<file path="config.mk">
export PLATFORM = sky130hd
export DESIGN_NAME = fft_stage_sequencer
export DESIGN_NICKNAME = d
export VERILOG_FILES = /design/src/rtl/fft_pkg.sv /design/src/rtl/fft_stage_sequencer_addr_gen.sv /design/src/rtl/fft_stage_sequencer.sv
export SDC_FILE = /design/constraint.sdc
export NUM_CORES = 1
export LEC_CHECK = 0
export BUFFER_PORTS_ARGS = -buffer_cell sky130_fd_sc_hd__buf_2
export CORE_ASPECT_RATIO = 1.5
export CORE_MARGIN = 2
export CORE_UTILIZATION = 45
export DETAILED_ROUTE_END_ITERATION = 16
export PLACE_DENSITY = 0.71
export SLEW_MARGIN = 20
export SYNTH_ARGS = -nofsm -noshare
export SYNTH_HDL_FRONTEND = slang
export SYNTH_HIERARCHICAL = 1
export SYNTH_SLANG_ARGS = --single-unit
</file>
<file path="constraint.sdc">
create_clock -name clk -period 3.79 [get_ports clk]
set_input_delay 0.1895 -clock clk [delete_from_list [all_inputs] [get_ports clk]]
set_output_delay 0.1895 -clock clk [all_outputs]
set_load 0.005 [all_outputs]
</file>
<file path="src/rtl/fft_pkg.sv">
// Shared types and defaults for the FFT stage sequencer.
package fft_pkg;

  localparam int N_LOG2_DEF   = 10;
  localparam int PIPE_LAT_DEF = 2;
  localparam int N_LOG2_MAX   = 12;
  localparam int STG_W        = 4;

  typedef enum logic [1:0] {
    ST_IDLE,
    ST_RUN,
    ST_DRAIN,
    ST_FINISH
  } seq_state_e;

  // Sized for the largest legal transform; narrower builds use the low bits.
  typedef struct packed {
    logic                  valid;
    logic [N_LOG2_MAX-1:0] addr_a;
    logic [N_LOG2_MAX-1:0] addr_b;
    logic                  bank;
  } pipe_entry_t;

endpackage

</file>
<file path="src/rtl/fft_stage_sequencer_addr_gen.sv">
// Radix-2 DIT in-place address generator: operand pair and twiddle index
// for butterfly k of stage s, purely combinational.
module fft_addr_gen
  import fft_pkg::*;
#(
  parameter int N_LOG2 = N_LOG2_DEF
) (
  input  logic [STG_W-1:0]  stage,
  input  logic [N_LOG2-2:0] k,
  output logic [N_LOG2-1:0] addr_a,
  output logic [N_LOG2-1:0] addr_b,
  output logic [N_LOG2-2:0] tw_addr
);

  localparam int K_W = N_LOG2 - 1;

  logic [N_LOG2-1:0] span;
  logic [N_LOG2-1:0] hi;
  logic [K_W-1:0]    low;
  logic [K_W-1:0]    low_mask;
  logic [STG_W-1:0]  tw_sh;

  always_comb begin
    span     = N_LOG2'(1) << stage;
    low_mask = ~({K_W{1'b1}} << stage);
    low      = k & low_mask;
    // Upper k bits move up one position to open the gap for the B operand.
    hi       = ({1'b0, k} >> stage) << (stage + STG_W'(1));
    addr_a   = hi | {1'b0, low};
    addr_b   = addr_a + span;
    tw_sh    = STG_W'(N_LOG2 - 1) - stage;
    tw_addr  = low << tw_sh;
  end

endmodule

</file>
<file path="src/rtl/fft_stage_sequencer.sv">
// Stage/butterfly sequencer for an in-place ping-pong radix-2 FFT.
// Optional issue stall via the FFT_SEQ_HOLD_EN macro (adds the hold port).
module fft_stage_sequencer
  import fft_pkg::*;
#(
  parameter int N_LOG2   = N_LOG2_DEF,
  parameter int PIPE_LAT = PIPE_LAT_DEF
) (
  input  logic              clk,
  input  logic              rst,
  input  logic              start,
`ifdef FFT_SEQ_HOLD_EN
  input  logic              hold,
`endif
  output logic              busy,
  output logic              done,
  output logic              rd_en,
  output logic [N_LOG2-1:0] rd_addr_a,
  output logic [N_LOG2-1:0] rd_addr_b,
  output logic              rd_bank,
  output logic [N_LOG2-2:0] tw_addr,
  output logic              wr_en,
  output logic [N_LOG2-1:0] wr_addr_a,
  output logic [N_LOG2-1:0] wr_addr_b,
  output logic              wr_bank,
  output logic              result_bank
);

  localparam int K_W  = N_LOG2 - 1;
  localparam int DC_W = (PIPE_LAT > 1) ? $clog2(PIPE_LAT) : 1;
  localparam logic [K_W-1:0]   K_LAST = '1;
  localparam logic [STG_W-1:0] S_LAST = STG_W'(N_LOG2 - 1);
  localparam logic [DC_W-1:0]  D_LAST = DC_W'(PIPE_LAT - 1);
  localparam logic             RES_BANK = 1'(N_LOG2 % 2);

  seq_state_e       state, state_nx;
  logic [STG_W-1:0] stage, stage_nx;
  logic [K_W-1:0]   k, k_nx;
  logic [DC_W-1:0]  dcnt, dcnt_nx;
  logic             rbank_nx;
  logic             issue_ok;
  logic             in_run;

  logic [N_LOG2-1:0] gen_a, gen_b;
  logic [N_LOG2-2:0] gen_tw;

  pipe_entry_t issue_p0;
  pipe_entry_t dly_p [PIPE_LAT];
  pipe_entry_t wr_head;

`ifdef FFT_SEQ_HOLD_EN
  assign issue_ok = ~hold;
`else
  assign issue_ok = 1'b1;
`endif

  fft_addr_gen #(.N_LOG2(N_LOG2)) u_addr_gen (
    .stage   (stage),
    .k       (k),
    .addr_a  (gen_a),
    .addr_b  (gen_b),
    .tw_addr (gen_tw)
  );

  always_ff @(posedge clk) begin
    if (rst) begin
      state       <= ST_IDLE;
      stage       <= '0;
      k           <= '0;
      dcnt        <= '0;
      result_bank <= 1'b0;
    end else begin
      state       <= state_nx;
      stage       <= stage_nx;
      k           <= k_nx;
      dcnt        <= dcnt_nx;
      result_bank <= rbank_nx;
    end
  end

  always_comb begin
    state_nx = state;
    stage_nx = stage;
    k_nx     = k;
    dcnt_nx  = dcnt;
    rbank_nx = result_bank;
    busy     = 1'b0;
    done     = 1'b0;
    rd_en    = 1'b0;
    unique case (state)
      ST_IDLE: begin
        if (start) begin
          state_nx = ST_RUN;
          stage_nx = '0;
          k_nx     = '0;
        end
      end
      ST_RUN: begin
        busy  = 1'b1;
        rd_en = issue_ok;
        if (issue_ok) begin
          k_nx = k + K_W'(1);
          if (k == K_LAST) begin
            state_nx = ST_DRAIN;
            dcnt_nx  = '0;
          end
        end
      end
      ST_DRAIN: begin
        busy = 1'b1;
        // Hold off the next stage until the last write of this one has landed.
        if (dcnt == D_LAST) begin
          if (stage == S_LAST) begin
            state_nx = ST_FINISH;
            stage_nx = '0;
            rbank_nx = RES_BANK;
          end else begin
            state_nx = ST_RUN;
            stage_nx = stage + STG_W'(1);
          end
        end else begin
          dcnt_nx = dcnt + DC_W'(1);
        end
      end
      ST_FINISH: begin
        done     = 1'b1;
        state_nx = ST_IDLE;
      end
      default: state_nx = ST_IDLE;
    endcase
  end

  assign in_run    = (state == ST_RUN);
  assign rd_addr_a = in_run ? gen_a  : '0;
  assign rd_addr_b = in_run ? gen_b  : '0;
  assign tw_addr   = in_run ? gen_tw : '0;
  assign rd_bank   = stage[0];

  // Stage p0: issue entry entering the write-back delay line
  always_comb begin
    issue_p0        = '0;
    issue_p0.valid  = rd_en;
    issue_p0.addr_a = N_LOG2_MAX'(gen_a);
    issue_p0.addr_b = N_LOG2_MAX'(gen_b);
    issue_p0.bank   = stage[0];
  end

  // Only the valid bits are cleared; address payload just shifts through.
  always_ff @(posedge clk) begin
    dly_p[0] <= issue_p0;
    for (int i = 1; i < PIPE_LAT; i++) dly_p[i] <= dly_p[i-1];
    if (rst) begin
      for (int i = 0; i < PIPE_LAT; i++) dly_p[i].valid <= 1'b0;
    end
  end

  // Stage p(PIPE_LAT): butterfly result emerges, write back
  assign wr_head   = dly_p[PIPE_LAT-1];
  assign wr_en     = wr_head.valid;
  assign wr_addr_a = wr_head.valid ? wr_head.addr_a[N_LOG2-1:0] : '0;
  assign wr_addr_b = wr_head.valid ? wr_head.addr_b[N_LOG2-1:0] : '0;
  assign wr_bank   = wr_head.valid & ~wr_head.bank;

  generate
    if (N_LOG2 < N_LOG2_MAX) begin : g_unused
      logic unused_hi;
      assign unused_hi = ^{wr_head.addr_a[N_LOG2_MAX-1:N_LOG2],
                           wr_head.addr_b[N_LOG2_MAX-1:N_LOG2]};
    end
  endgenerate

endmodule

</file>
==> impl_metrics.csv, run 1 <==
group,metric,value,unit
timing,worst_slack,-0.07500,ns
floorplanning,die_y,116.9,um
timing,rsz0062_at_grt,"true",
synthesis,synth_edf_count,0,
cts,cts_tree,"done",
floorplanning,initial_utilization,45.98,%
synthesis,synth_nets,482,
place,dp_hpwl,7.779,mm
grt,antenna_found_initial,0,
cells_and_area,final_cell_mix,"and2_1 (59), buf_2 (57), dfxtp_1 (56), buf_4 (43), nand2_1 (34)",
timing,setup_viol,4,
cts,clk_pin_slew,0.05,ns
critical_path,cp.arrival,3.68,ns
floorplanning,rows,41,
timing,min_period_over_period,102.0,%
place,io_buffers,57,
timing,fin_worst_skew,0.007149,ns
routing,antenna_left,0,
floorplanning,die-area,9260,um2
timing,max_slew_margin,61.49,%
timing,worst_pin_slew,0.5717,ns
place,place.gp.congestion,0.9601,
power_and_ir_drop,irDropWorstVdd,364.5,uV
synthesis,syn_avg_cell_area,8.529,um2
critical_path,critPathLaunchType,"flip-flop",
cells_and_area,postLayoutCoreUtil,60.64,%
critical_path,cp_max_fo,4,
floorplanning,core,8310,um2
cts,clock_sinks,60,
synthesis,synth_cell_types,65,
critical_path,crit_path_end_kind,"primary output",
power_and_ir_drop,cellPowerDensity,372.5,nW/um2
cts,cts_inserted_buffers,9,
cts,cts_root_buf,"clkbuf_16",
timing,report.final.slew_viol_count,0,
synthesis,synth-seq-cells,60,
synthesis,ys_warn_count,6,
status,violations,"setup timing",
status,status,"finished, violations left",
min_path,hold_path.class,"input pin to flip-flop",
synthesis,synth_cells,448,
timing,finalHoldViolations,0,
grt,grt_pass1_wl,16.16,mm
cts,clock_path_buffers,2,
routing,wl_per_cell,16.04,um
grt,grt_pass1_vias,3466,
routing,drt_wl_total,10.47,mm
routing,drt-initial-drc-count,93,
cells_and_area,drive_gt1_share,30.40,%
cells_and_area,nets,576,
routing,route.detailed.drc,0,
grt,grt_max_degree,32,
routing,vias,3619,
cells_and_area,syn2layout_area_growth,31.89,%
synthesis,seq_area_frac_synth,31.43,%
routing,vias_per_cell,5.542,
floorplanning,pin_count,59,
critical_path,critical_path_class,"flip-flop to primary output",
synthesis,synth_ff_type,"dfxtp_1",
cts,cts_hold_buf,0,
timing,fin_crit,3.865,ns
timing,holdWs,0.2457,ns
cts,insertion_delay,0.33,ns
cells_and_area,final_common_cell,"and2_1",
synthesis,async_flop_share,0,%
grt,track_usage,22.85,%
flow_run,drv_cap,0,
routing,firstDrtPassIters,4,
power_and_ir_drop,p_leak,2.256,nW
grt,overflow,0,
timing,max_freq,0.2587,GHz
critical_path,critical_path_required,3.60,ns
cells_and_area,n_antenna_cell,0,
cts,cts_max_level,3,
synthesis,syn_area,3821,um2
floorplanning,die-width,79.24,um
-- timing repair --
item | CTS | global route
endpoints found under the setup margin | 4 | 6
pin swaps | 18 | 14
gates cloned | 0 | 1
resized for setup | 25 | 22
buffers inserted | 1 | 7
-- cell families after synthesis --
| group | Yosys count | share of synthesized area, % |
|---|---|---|
| other | 1 | 0.09814 |
| AND/OR/NAND/NOR | 185 | 26.26 |
| multiplexers | 28 | 8.513 |
| flip-flops | 60 | 31.43 |
| buffers and inverters | 39 | 4.256 |
| adder cells (fa/ha/maj) | 31 | 10.35 |
| XOR/XNOR | 14 | 3.406 |
| AO/OA/AOI/OAI | 90 | 15.69 |
-- final timing paths --
check                            startpoint      endpoint  slack [ns]  cells past startpoint
worst max-delay path               stage[1]  rd_addr_b[8]       -0.07                     16
worst min-delay path                    rst          k[8]        0.25                      2
worst max register to register     stage[1]   dly_p[0][9]        0.48                     15
worst min register to register  dly_p[0][4]  dly_p[0][26]        0.32                      0
-- through the flow --
step	std cells	power, mW	worst slack (ns)	TNS [ns]	area [um2]
after global placement	630	0.9937	0.09247	0	4447
final	653	1.877	-0.07500	-0.1692	5040
after detailed placement	630	1.002	0.02793	0	4447
after global routing	653	1.964	-0.2186	-0.7468	5040
after CTS	646	1.885	-0.1116	-0.3674	4862
after floorplan	448	0.9128	0.006404	0	3827
-- where the power goes --
group	total (mW)	switching (mW)	internal (mW)	leakage [nW]
clock	0.871	0.267	0.605	0.158
combinational	0.313	0.188	0.125	1.61
sequential	0.693	0.0270	0.666	0.487
total	1.88	0.482	1.40	2.26
-- critical path, stage by stage (launching register included) --
cell	delay, ns
dfxtp_4	0.37
mux4_2	0.53
a22o_4	0.29
nor3_4	0.17
o21ai_1	0.11
a22oi_2	0.18
o21ai_1	0.12
ha_1	0.34
nor2b_4	0.14
o21ai_2	0.10
nand2b_1	0.08
a21o_1	0.17
a21oi_2	0.20
o21ai_2	0.08
xor2_1	0.18
and2_1	0.16
buf_2	0.12
-- flip-flops by register name (all words and copies together), names as in the netlist --
name	flops
k	9
dcnt	1
dly_p	44
stage	4
state	2
-- area by class of cell --
| class | instances | area [um2] |
|---|---|---|
| Clock buffer | 11 | 252.7 |
| Clock inverter | 4 | 72.57 |
| Fill cell | 724 | 3271 |
| Inverter | 20 | 78.83 |
| Multi-Input combinational cell | 349 | 2640 |
| Sequential cell | 60 | 1209 |
| Tap cell | 107 | 133.9 |
| Timing Repair Buffer | 102 | 653.1 |
-- metal layers --
| metal | vias up | wire length [um] | global-route usage (%) |
|---|---|---|---|
| li1 | 1749 | - | - |
| met1 | 1714 | 3790 | 21.66 |
| met2 | 119 | 5663 | 43.22 |
| met3 | 37 | 446 | 5.061 |
| met4 | 0 | 573 | 15.63 |
| met5 | - | 0 | 0 |
-- synthesized netlist by cell type, types with 3 or more instances --
cell / n / share of area (%)
buf_2: 7 / 0.92
o221ai_1: 3 / 0.69
inv_1: 18 / 1.8
ha_1: 30 / 9.8
or3_1: 8 / 1.3
a32oi_1: 3 / 0.69
a22oi_1: 5 / 0.98
dfxtp_1: 60 / 31
xnor2_1: 8 / 1.8
nand3_1: 7 / 0.92
nand3b_1: 3 / 0.59
nor2b_1: 12 / 2.0
mux2i_1: 19 / 5.0
a21oi_1: 17 / 2.2
a31oi_1: 4 / 0.65
nor3_1: 7 / 0.92
a21o_1: 4 / 0.79
clkbuf_1: 9 / 0.88
nand2b_1: 9 / 1.5
xor2_1: 5 / 1.1
o21ai_1: 5 / 0.65
o21ai_0: 23 / 3.0
nor2_1: 35 / 3.4
and2_1: 59 / 9.7
nand2_1: 34 / 3.3
mux2_2: 6 / 1.8
No activity file was read; power rests on OpenSTA's default activity.
==> run 2, diff against run 1 <==
--- a/config.mk
+++ b/config.mk
@@ -5,12 +5,13 @@
 export SDC_FILE = /design/constraint.sdc
 export NUM_CORES = 1
 export LEC_CHECK = 0
+export ABC_AREA = 1
 export BUFFER_PORTS_ARGS = -buffer_cell sky130_fd_sc_hd__buf_2
 export CORE_ASPECT_RATIO = 1.5
 export CORE_MARGIN = 2
 export CORE_UTILIZATION = 45
 export DETAILED_ROUTE_END_ITERATION = 16
-export PLACE_DENSITY = 0.71
+export PLACE_DENSITY = 0.68
 export SLEW_MARGIN = 20
 export SYNTH_ARGS = -nofsm -noshare
 export SYNTH_HDL_FRONTEND = slang
==> constraint.sdc (replaced) <==
create_clock -name clk -period 4.7 [get_ports clk]
set_input_delay 0.235 -clock clk [delete_from_list [all_inputs] [get_ports clk]]
set_output_delay 0.235 -clock clk [all_outputs]
set_load 0.005 [all_outputs]
==> impl_metrics.csv, run 2 <==
group,metric,value,unit
status,status,"finished, final reports clean",
routing,drt-initial-drc-count,205,
cells_and_area,regMostFlops,"dly_p",
synthesis,yosysMostFrequentCell,"nand2_1",
place,place.gp.congestion,0.9353,
cts,cts_max_level,3,
floorplanning,initial_utilization,45.54,%
synthesis,synth_cell_types,41,
grt,track_usage,21.98,%
critical_path,crit_path_end_kind,"primary output",
grt,overflow,0,
synthesis,synth_edf_count,0,
place,dpl_cell_area,4348,um2
power_and_ir_drop,cellPowerDensity,419.5,nW/um2
synthesis,synth_nets,624,
power_and_ir_drop,p_leak,2.671,nW
cells_and_area,nets,685,
synthesis,synth_ff_type,"dfxtp_1",
routing,vias,3799,
routing,drt_wl_total,9.998,mm
cells_and_area,n_antenna_cell,0,
cells_and_area,syn2layout_area_growth,17.29,%
grt,grt_max_degree,36,
cts,clk_pin_slew,0.05,ns
synthesis,synth_cells,590,
cells_and_area,final_cell_mix,"nand2_1 (163), inv_1 (106), dfxtp_1 (59), buf_2 (57), nand3_1 (53)",
cells_and_area,final_common_cell,"nand2_1",
timing,max_freq,0.2338,GHz
critical_path,critical_path_required,4.47,ns
cells_and_area,largest_register_ffs,44,
critical_path,cp_max_fo,14,
place,io_buffers,57,
cts,insertion_delay,0.33,ns
synthesis,syn_avg_cell_area,6.733,um2
synthesis,synth_top_area_cell,"dfxtp_1",
synthesis,seq_area_frac_synth,30.24,%
synthesis,syn_area,3973,um2
cells_and_area,drive_gt1_share,19.51,%
timing,fin_worst_skew,0.007950,ns
critical_path,r2r_slack,1.11,ns
floorplanning,die-width,80.72,um
grt,grt_pass1_wl,16.33,mm
flow_run,drv_cap,0,
cts,clock_path_buffers,2,
routing,route.detailed.drc,0,
place,dp_hpwl,8.004,mm
cts,clock_sinks,60,
power_and_ir_drop,irDropWorstVdd,355.3,uV
cells_and_area,reg_top3,"dly_p (44), k (9), stage (4)",
synthesis,synth_top_area_share,30.24,%
timing,finalHoldViolations,0,
synthesis,ys_warn_count,6,
floorplanning,core,8723,um2
routing,wl_per_cell,13.05,um
timing,min_period_over_period,90.99,%
floorplanning,pin_count,59,
synthesis,synth-seq-cells,60,
synthesis,synthTopCellsByArea,"dfxtp_1 (30%), nand2_1 (15%), inv_1 (10%)",
critical_path,critPathLaunchType,"flip-flop",
cts,cts_inserted_buffers,9,
grt,antenna_found_initial,0,
grt,grt_pass1_vias,3514,
timing,setup_tns,0,ns
routing,firstDrtPassIters,4,
timing,max_slew_margin,51.00,%
timing,setup_viol,0,
floorplanning,rows,42,
synthesis,synthTopCellsByCount,"nand2_1 (163), inv_1 (106), dfxtp_1 (60)",
timing,fin_crit,4.276,ns
floorplanning,die-area,9611,um2
timing,report.final.slew_viol_count,0,
floorplanning,die_y,119.1,um
routing,vias_per_cell,4.960,
synthesis,async_flop_share,0,%
cts,cts_tree,"done",
critical_path,cp.arrival,4.04,ns
routing,antenna_left,0,
cells_and_area,stdcell_area,4659,um2
min_path,hold_path.class,"input pin to flip-flop",
timing,rsz0062_at_grt,"false",
timing,worst_pin_slew,0.7258,ns
critical_path,critical_path_class,"flip-flop to primary output",
cts,cts_root_buf,"clkbuf_16",
-- run 2: logic make-up (layout without fill, tap and decap cells) --
| group | Yosys count | count (layout) | share of synthesized area [%] |
|---|---|---|---|
| AOI/OAI and AO/OA | 56 | 56 | 8.536 |
| adders and majority gates | 31 | 31 | 9.953 |
| muxes | 1 | 1 | 0.2520 |
| other | 1 | 1 | 0.09440 |
| buffers and inverters | 130 | 196 | 13.76 |
| DFF | 60 | 60 | 30.24 |
| and+or+nand+nor | 302 | 302 | 35.18 |
| xor gates and xnor gates | 9 | 9 | 1.984 |
-- run 2: final timing paths --
path / cells after the start / to / startpoint
worst min-delay path: 2 / k[0] / rst
worst max register to register: 16 / dly_p[0][9] / stage[1]
worst min register to register: 0 / dly_p[0][23] / dly_p[0][1]
worst max-delay path: 19 / rd_addr_b[8] / stage[1]
-- run 2: area by class of cell --
cell class | instances | area (um2)
clock buffers | 12 | 256.5
flip-flops and latches | 60 | 1202
clock inverters | 4 | 47.55
well taps | 110 | 137.6
multi-input cells | 400 | 2227
inverters | 113 | 424.2
fillers | 839 | 4064
repair buffers | 67 | 364.1
-- run 2: metrics by stage --
step / util (%) / hold slack [ns] / setup WS [ns] / total power [mW] / std cells
floorplan: - / 0.3041 / 1.006 / 1.142 / 590
global placement: 49.84 / 0.3103 / 0.6634 / 1.296 / 750
detailed placement: 49.84 / 0.3121 / 0.4896 / 1.309 / 750
CTS: 53.33 / 0.1875 / 0.1078 / 1.973 / 766
global route: 53.41 / 0.2021 / 0.03476 / 2.088 / 766
finish: 53.41 / 0.1879 / 0.4236 / 1.955 / 766
-- run 2: worst max-delay path: stages (launching register included) --
cell	delay, ns
dfxtp_1	0.49
inv_2	0.17
ha_1	0.43
inv_1	0.35
nand2_1	0.15
nand3_1	0.10
o21ai_0	0.24
ha_1	0.45
a21oi_1	0.16
o21ai_1	0.12
nand2_1	0.08
nand2_1	0.06
a21oi_1	0.22
nor2_1	0.07
o21ai_0	0.15
nand2_1	0.08
xor2_1	0.16
nand2_1	0.07
inv_1	0.06
buf_2	0.10
-- run 2: per-layer routing --
metal | up-vias | global-route usage, % | share of wire [%]
met2 | 108 | 39.43 | 50
met5 | - | 0 | 0
met3 | 40 | 5.000 | 4.5
met1 | 1684 | 22.23 | 39
li1 | 1967 | - | -
met4 | 0 | 13.67 | 5.7
-- run 2: what timing repair did --
item                       4_1_cts  5_1_grt
hold buffers                     0        0
setup endpoints to repair        0        4
setup buffers                    0        0
gates resized for setup          0        5
-- run 2: power breakdown --
group	internal (mW)	total [mW]	switching [mW]
logic	0.202	0.614	0.412
clock network	0.436	0.657	0.220
registers	0.630	0.684	0.0542
total	1.27	1.95	0.686
